### config.mk
export PLATFORM = sky130hd
export DESIGN_NAME = instr_field_splitter_flat
export DESIGN_NICKNAME = d
export VERILOG_FILES = /design/src/rtl/instr_field_splitter_if.sv /design/src/rtl/instr_field_splitter.sv /design/src/flat_wrapper.sv
export SDC_FILE = /design/constraint.sdc
export NUM_CORES = 1
export LEC_CHECK = 0
export CORE_MARGIN = 4
export CORE_UTILIZATION = 30
export DETAILED_ROUTE_END_ITERATION = 12
export GPL_TIMING_DRIVEN = 0
export PLACE_DENSITY_LB_ADDON = 0.3
export RECOVER_POWER = 25
export SYNTH_ARGS = -nofsm -noshare
export SYNTH_HDL_FRONTEND = slang
export SYNTH_SLANG_ARGS = --single-unit
### constraint.sdc
create_clock -name clk -period 1.7 [get_ports clk]
set_input_delay 0.17 -clock clk [delete_from_list [all_inputs] [get_ports clk]]
set_output_delay 0.17 -clock clk [all_outputs]
set_load 0.01 [all_outputs]
### src/rtl/instr_field_splitter_if.sv
// Fetch-to-decode handshake bundle for the instruction field splitter.
// The splitter binds to the slave side; the fetch/decode pair (or a bench) binds to master.
interface instr_field_splitter_if;
    logic        in_valid;
    logic        in_ready;
    logic [15:0] in_instr;
    logic [15:0] in_pc;

    logic        out_valid;
    logic        out_ready;
    logic [3:0]  out_opcode;
    logic [2:0]  out_rd;
    logic [2:0]  out_rs1;
    logic [2:0]  out_rs2;
    logic [15:0] out_imm16;
    logic [11:0] out_jump_offset;
    logic [3:0]  out_pc_high;
    logic [15:0] out_pc;
    logic        out_is_jtype;
    logic [15:0] instr_count;

    modport slave (
        input  in_valid, in_instr, in_pc, out_ready,
        output in_ready, out_valid, out_opcode, out_rd, out_rs1, out_rs2,
               out_imm16, out_jump_offset, out_pc_high, out_pc, out_is_jtype,
               instr_count
    );

    modport master (
        output in_valid, in_instr, in_pc, out_ready,
        input  in_ready, out_valid, out_opcode, out_rd, out_rs1, out_rs2,
               out_imm16, out_jump_offset, out_pc_high, out_pc, out_is_jtype,
               instr_count
    );
endinterface

### src/rtl/instr_field_splitter.sv
// 2-entry FIFO of {instr, pc} that splits the head word into decode fields; 1-cycle latency.
// in_ready drops only when both entries are held (no same-cycle pop credit); flush empties it.
module instr_field_splitter #(
    parameter logic [3:0] JMP_OPCODE  = 4'hC,
    parameter logic [3:0] CALL_OPCODE = 4'hD,
    parameter bit         IMM_SIGNED  = 1'b1
) (
    input logic                    clk,
    input logic                    reset,
    input logic                    flush,
    instr_field_splitter_if.slave  bus
);

    logic [15:0] instr_q [2];
    logic [15:0] instr_d [2];
    logic [15:0] pc_q    [2];
    logic [15:0] pc_d    [2];
    logic [1:0]  vld_q;
    logic [1:0]  vld_d;
    logic        rd_ptr_q, rd_ptr_d;
    logic        wr_ptr_q, wr_ptr_d;
    logic [1:0]  count_q, count_d;
    logic [15:0] instr_count_q, instr_count_d;

    logic        in_ready;
    logic        out_valid;
    logic        push;
    logic        pop;
    logic        head_show;
    logic [15:0] head_instr;
    logic [15:0] head_pc;
    logic [3:0]  head_opcode;

    assign in_ready  = (count_q != 2'd2);
    assign out_valid = (count_q != 2'd0);
    assign push      = bus.in_valid && in_ready;
    assign pop       = out_valid && bus.out_ready;

    always_comb begin
        instr_d       = instr_q;
        pc_d          = pc_q;
        vld_d         = vld_q;
        rd_ptr_d      = rd_ptr_q;
        wr_ptr_d      = wr_ptr_q;
        count_d       = count_q;
        instr_count_d = instr_count_q;

        if (flush) begin
            // Handshakes in the flush cycle are dropped, including the delivery count.
            vld_d    = 2'b00;
            rd_ptr_d = 1'b0;
            wr_ptr_d = 1'b0;
            count_d  = 2'd0;
        end else begin
            if (push) begin
                instr_d[wr_ptr_q] = bus.in_instr;
                pc_d[wr_ptr_q]    = bus.in_pc;
                vld_d[wr_ptr_q]   = 1'b1;
                wr_ptr_d          = ~wr_ptr_q;
            end
            if (pop) begin
                vld_d[rd_ptr_q] = 1'b0;
                rd_ptr_d        = ~rd_ptr_q;
                instr_count_d   = instr_count_q + 16'd1;
            end
            case ({push, pop})
                2'b10:   count_d = count_q + 2'd1;
                2'b01:   count_d = count_q - 2'd1;
                default: count_d = count_q;
            endcase
        end
    end

    always_ff @(posedge clk) begin
        if (reset) begin
            instr_q[0]    <= 16'h0000;
            instr_q[1]    <= 16'h0000;
            pc_q[0]       <= 16'h0000;
            pc_q[1]       <= 16'h0000;
            vld_q         <= 2'b00;
            rd_ptr_q      <= 1'b0;
            wr_ptr_q      <= 1'b0;
            count_q       <= 2'd0;
            instr_count_q <= 16'h0000;
        end else begin
            instr_q       <= instr_d;
            pc_q          <= pc_d;
            vld_q         <= vld_d;
            rd_ptr_q      <= rd_ptr_d;
            wr_ptr_q      <= wr_ptr_d;
            count_q       <= count_d;
            instr_count_q <= instr_count_d;
        end
    end

    // Fields are zeroed whenever there is no valid head so decode never sees stale words.
    assign head_show   = out_valid && vld_q[rd_ptr_q];
    assign head_instr  = head_show ? instr_q[rd_ptr_q] : 16'h0000;
    assign head_pc     = head_show ? pc_q[rd_ptr_q]    : 16'h0000;
    assign head_opcode = head_instr[15:12];

    assign bus.in_ready        = in_ready;
    assign bus.out_valid       = out_valid;
    assign bus.out_opcode      = head_opcode;
    assign bus.out_rd          = head_instr[11:9];
    assign bus.out_rs1         = head_instr[8:6];
    assign bus.out_rs2         = head_instr[5:3];
    assign bus.out_imm16       = IMM_SIGNED ? {{10{head_instr[5]}}, head_instr[5:0]}
                                            : {10'b0, head_instr[5:0]};
    assign bus.out_jump_offset = head_instr[11:0];
    assign bus.out_pc_high     = head_pc[15:12];
    assign bus.out_pc          = head_pc;
    assign bus.out_is_jtype    = head_show &&
                                 ((head_opcode == JMP_OPCODE) || (head_opcode == CALL_OPCODE));
    assign bus.instr_count     = instr_count_q;

endmodule

### src/flat_wrapper.sv
// flat-port wrapper written by rule: the top's interface ports become plain ports
module instr_field_splitter_flat 
#(
    parameter logic [3:0] JMP_OPCODE  = 4'hC,
    parameter logic [3:0] CALL_OPCODE = 4'hD,
    parameter bit         IMM_SIGNED  = 1'b1
)
  (clk, reset, flush, bus_in_valid, bus_in_instr, bus_in_pc, bus_out_ready, bus_in_ready, bus_out_valid, bus_out_opcode, bus_out_rd, bus_out_rs1, bus_out_rs2, bus_out_imm16, bus_out_jump_offset, bus_out_pc_high, bus_out_pc, bus_out_is_jtype, bus_instr_count);
  instr_field_splitter_if bus_i ();
  input logic clk;
  input logic reset;
  input logic flush;
  input wire logic [$bits(bus_i.in_valid)-1:0] bus_in_valid;
  input wire logic [$bits(bus_i.in_instr)-1:0] bus_in_instr;
  input wire logic [$bits(bus_i.in_pc)-1:0] bus_in_pc;
  input wire logic [$bits(bus_i.out_ready)-1:0] bus_out_ready;
  output wire logic [$bits(bus_i.in_ready)-1:0] bus_in_ready;
  output wire logic [$bits(bus_i.out_valid)-1:0] bus_out_valid;
  output wire logic [$bits(bus_i.out_opcode)-1:0] bus_out_opcode;
  output wire logic [$bits(bus_i.out_rd)-1:0] bus_out_rd;
  output wire logic [$bits(bus_i.out_rs1)-1:0] bus_out_rs1;
  output wire logic [$bits(bus_i.out_rs2)-1:0] bus_out_rs2;
  output wire logic [$bits(bus_i.out_imm16)-1:0] bus_out_imm16;
  output wire logic [$bits(bus_i.out_jump_offset)-1:0] bus_out_jump_offset;
  output wire logic [$bits(bus_i.out_pc_high)-1:0] bus_out_pc_high;
  output wire logic [$bits(bus_i.out_pc)-1:0] bus_out_pc;
  output wire logic [$bits(bus_i.out_is_jtype)-1:0] bus_out_is_jtype;
  output wire logic [$bits(bus_i.instr_count)-1:0] bus_instr_count;
  assign bus_i.in_valid = bus_in_valid;
  assign bus_i.in_instr = bus_in_instr;
  assign bus_i.in_pc = bus_in_pc;
  assign bus_i.out_ready = bus_out_ready;
  assign bus_in_ready = bus_i.in_ready;
  assign bus_out_valid = bus_i.out_valid;
  assign bus_out_opcode = bus_i.out_opcode;
  assign bus_out_rd = bus_i.out_rd;
  assign bus_out_rs1 = bus_i.out_rs1;
  assign bus_out_rs2 = bus_i.out_rs2;
  assign bus_out_imm16 = bus_i.out_imm16;
  assign bus_out_jump_offset = bus_i.out_jump_offset;
  assign bus_out_pc_high = bus_i.out_pc_high;
  assign bus_out_pc = bus_i.out_pc;
  assign bus_out_is_jtype = bus_i.out_is_jtype;
  assign bus_instr_count = bus_i.instr_count;
  instr_field_splitter #(.JMP_OPCODE(JMP_OPCODE), .CALL_OPCODE(CALL_OPCODE), .IMM_SIGNED(IMM_SIGNED)) u_core (.clk(clk), .reset(reset), .flush(flush), .bus(bus_i));
endmodule
==> metrics.txt <==
worst r2r path cells 7; io pins 117; routed wire length 12.4 mm; H-tree levels 3; pin count of the biggest net entering global routing 15; # setup viols final 50; most frequent cells in the layout nand2_1, dfxtp_1, buf_6, a21oi_1, clkdlybuf4s50_1; placed instance area 0.00535 mm2; register area share after synthesis 43.2%; Multi-input gate area 0.00223 mm2; top_reg_cell synth dfxtp_1; CTS Buffer Depth 2; period utilisation layout 109%; DR pass1 iterations 5; final non-filler cell total 840; FF/Latch Area 0.00173 mm2; min cycle time layout 1.86 ns; fmax 538 MHz; Die Ht 123 um; Final Hold Viols 0; worst vdd ir 0.493 mV; DR iter-0 viols 159; Crit Reg-Reg Endpoint u_core.count_q[1]$_SDFFE_PP0P_; IO Port Bufs 114; Final nets 702; Antenna diodes 0; max cap viols 0; Setup crit start kind register; register bit total from synthesis 86; # placed instances 788; All-Layer GR Usage 16.0%; std cell rows 41; WP data required 1.53 ns; max-slew violations 0; fraction of registers with async set/reset 0%; post-route ant nets 0; synth top area cells dfxtp_1, nand2_1, a21oi_1; CTS Hold Bufs 0; clock sinks 86; slack of the critical path -0.158 ns; commonest non-fill, non-tap cell in the layout nand2_1; Worst Setup EP bus_out_imm16[15]; Avg Inst Size Synth 7.94 um2; RSZ-0062 raised after global routing true; Synthesized Nets 541; RePlAce Congestion 0.781; outcome complete, but fails checks; wire length per cell 14.8 um; Hold Path Class primary input to register; fillers 1205; DRC Markers 0; R2R Setup Slk -0.01 ns; worst flop-to-flop path startpoint u_core.count_q[0]$_SDFFE_PP0P_; first-pass GRT wire length 19.3 mm; Setup TNS Final -3.78 ns; area grow syn2layout 65.4%; initial antenna violation count 0; fraction of layout cells with a size suffix above 1 35.9%; Initial Util 31.1%; Synth top area share 43.2%; DPL Wire Length 8.22 mm; crit path kind register to primary output; die area 0.0152 mm2; Lkg Pwr 2.41 nW; post-synthesis cell type with the largest combined area dfxtp_1; Clock Pin Slew Worst Setup and Hold Paths 0.06 ns; Worst Skew 0.00632 ns; PwrDens 740 mW/mm2; Worst Tran Pin Value 0.601 ns; Die Span X 123 um; Synth Cell Area 0.00398 mm2; GRT overflow 0; number of distinct library cells after synthesis 40; Post-Syn Instances 502; Clock Latency Late Sink 0.33 ns; failing checks setup timing; detailed-route via count 3944; DR vias/cell 4.70; CTS buffer count 9; Yosys warning count 0; TritonCTS clock tree yes; core box area 0.0128 mm2; Worst Path Arrival 1.69 ns; relative slew slack 60.0%; root buffer cell clkbuf_16; vias in the first global route 4007; number of synthesized flops with an enable pin 0; Crit. Startpoint u_core.rd_ptr_q$_SDFFE_PP0N_; CP max FO 6; Final Cell Area 0.00659 mm2; Tot Pwr 0.00488 W; CP Capture Type primary output
-- layer usage --
metal / vias to the layer above / global-route usage [%] / wire length [um]
met5: - / 0 / 0
met3: 19 / 4.48 / 835
met4: 0 / 4.01 / 208
met1: 1817 / 19.9 / 5410
li1: 1963 / - / -
met2: 145 / 27.5 / 5980
-- critical path, stage by stage, from the launching register on --
cell     delay, ns
dfxtp_2       0.35
buf_6         0.14
buf_12        0.13
mux2i_4       0.30
nor2_4        0.10
buf_6         0.13
buf_6         0.10
buf_6         0.11
-- cell usage after synthesis (2+ instances only) --
cell type,instances
or3_2,2
inv_2,4
buf_1,2
a21oi_1,72
and4_2,2
a31oi_1,2
o21ai_0,4
nor4_4,2
nand4_1,5
or4_1,3
dfxtp_1,86
nand3_1,5
buf_2,16
buf_4,30
inv_1,3
or2_2,2
nor3_1,3
and3_1,2
nand2_1,135
o31ai_1,3
mux2i_1,32
nor2_1,47
clkbuf_1,11
xnor2_1,8
ha_1,2
xor2_1,5
-- sequential cells by signal, summed over array words and instances (netlist names) --
name and flops:
u_core.bus.instr_count 16, u_core.wr_ptr_q 1, u_core.pc_q 32, u_core.vld_q 2
u_core.rd_ptr_q 1, u_core.instr_q 32, u_core.count_q 2
-- logic make-up after synthesis --
logic type	Yosys count	synth area share [%]
muxes	33	8.32
buffers and inverters	67	9.83
and+or+nand+nor	216	23.9
xor gates and xnor gates	13	2.86
AOI/OAI and AO/OA	85	11.3
DFF	86	43.2
adders and majority gates	2	0.628
-- worst min path at each step --
| stage | slack, ns | cells past startpoint | to | start |
|---|---|---|---|---|
| finish | 0.25 | 4 | u_core.bus.instr_count[1]$_SDFFE_PP0P_ | flush |
| global route | 0.25 | 4 | u_core.instr_q[6]$_SDFFE_PP0P_ | flush |
| CTS | 0.24 | 4 | u_core.instr_q[6]$_SDFFE_PP0P_ | flush |
| detailed placement | 0.45 | 2 | u_core.pc_q[21]$_SDFFE_PP0P_ | u_core.pc_q[21]$_SDFFE_PP0P_ |
| global placement | 0.44 | 2 | u_core.pc_q[29]$_SDFFE_PP0P_ | u_core.pc_q[29]$_SDFFE_PP0P_ |
| floorplan | 0.31 | 2 | u_core.instr_q[0]$_SDFFE_PP0P_ | bus_in_instr[0] |
-- where the power goes --
part           internal, W  total (W)  leakage, nW  switching (W)
combinational     0.000266   0.000530         1.55       0.000263
sequential         0.00207    0.00211        0.700      0.0000423
clock              0.00144    0.00223        0.160       0.000791
total              0.00378    0.00488         2.41        0.00110
-- metrics by stage --
stage,setup WS (ns),utilization (%),hold WS (ns)
2_1_floorplan,0.0262,-,0.306
3_3_place_gp,-0.636,41.7,0.441
3_5_place_dp,-0.726,41.7,0.446
4_1_cts,-0.173,48.3,0.241
5_1_grt,-0.211,51.4,0.249
6_report,-0.158,51.4,0.250
-- repair_timing --
action                                 CTS  global route
gates resized for setup                369            84
endpoints found under the hold margin    0             0
setup endpoints to repair               64           123
setup buffers                           18            19
cloned                                   4             1
pin swaps                               14            20
-- area by class of cell --
type | instances | area share (%)
Buffer | 56 | 7.67
Timing Repair Buffer | 153 | 23.3
Sequential cell | 86 | 26.2
Multi-Input combinational cell | 350 | 33.9
Clock buffer | 11 | 3.53
Inverter | 7 | 0.437
Clock inverter | 5 | 1.61
Tap cell | 172 | 3.27
No activity file was read; power rests on OpenSTA's default activity.
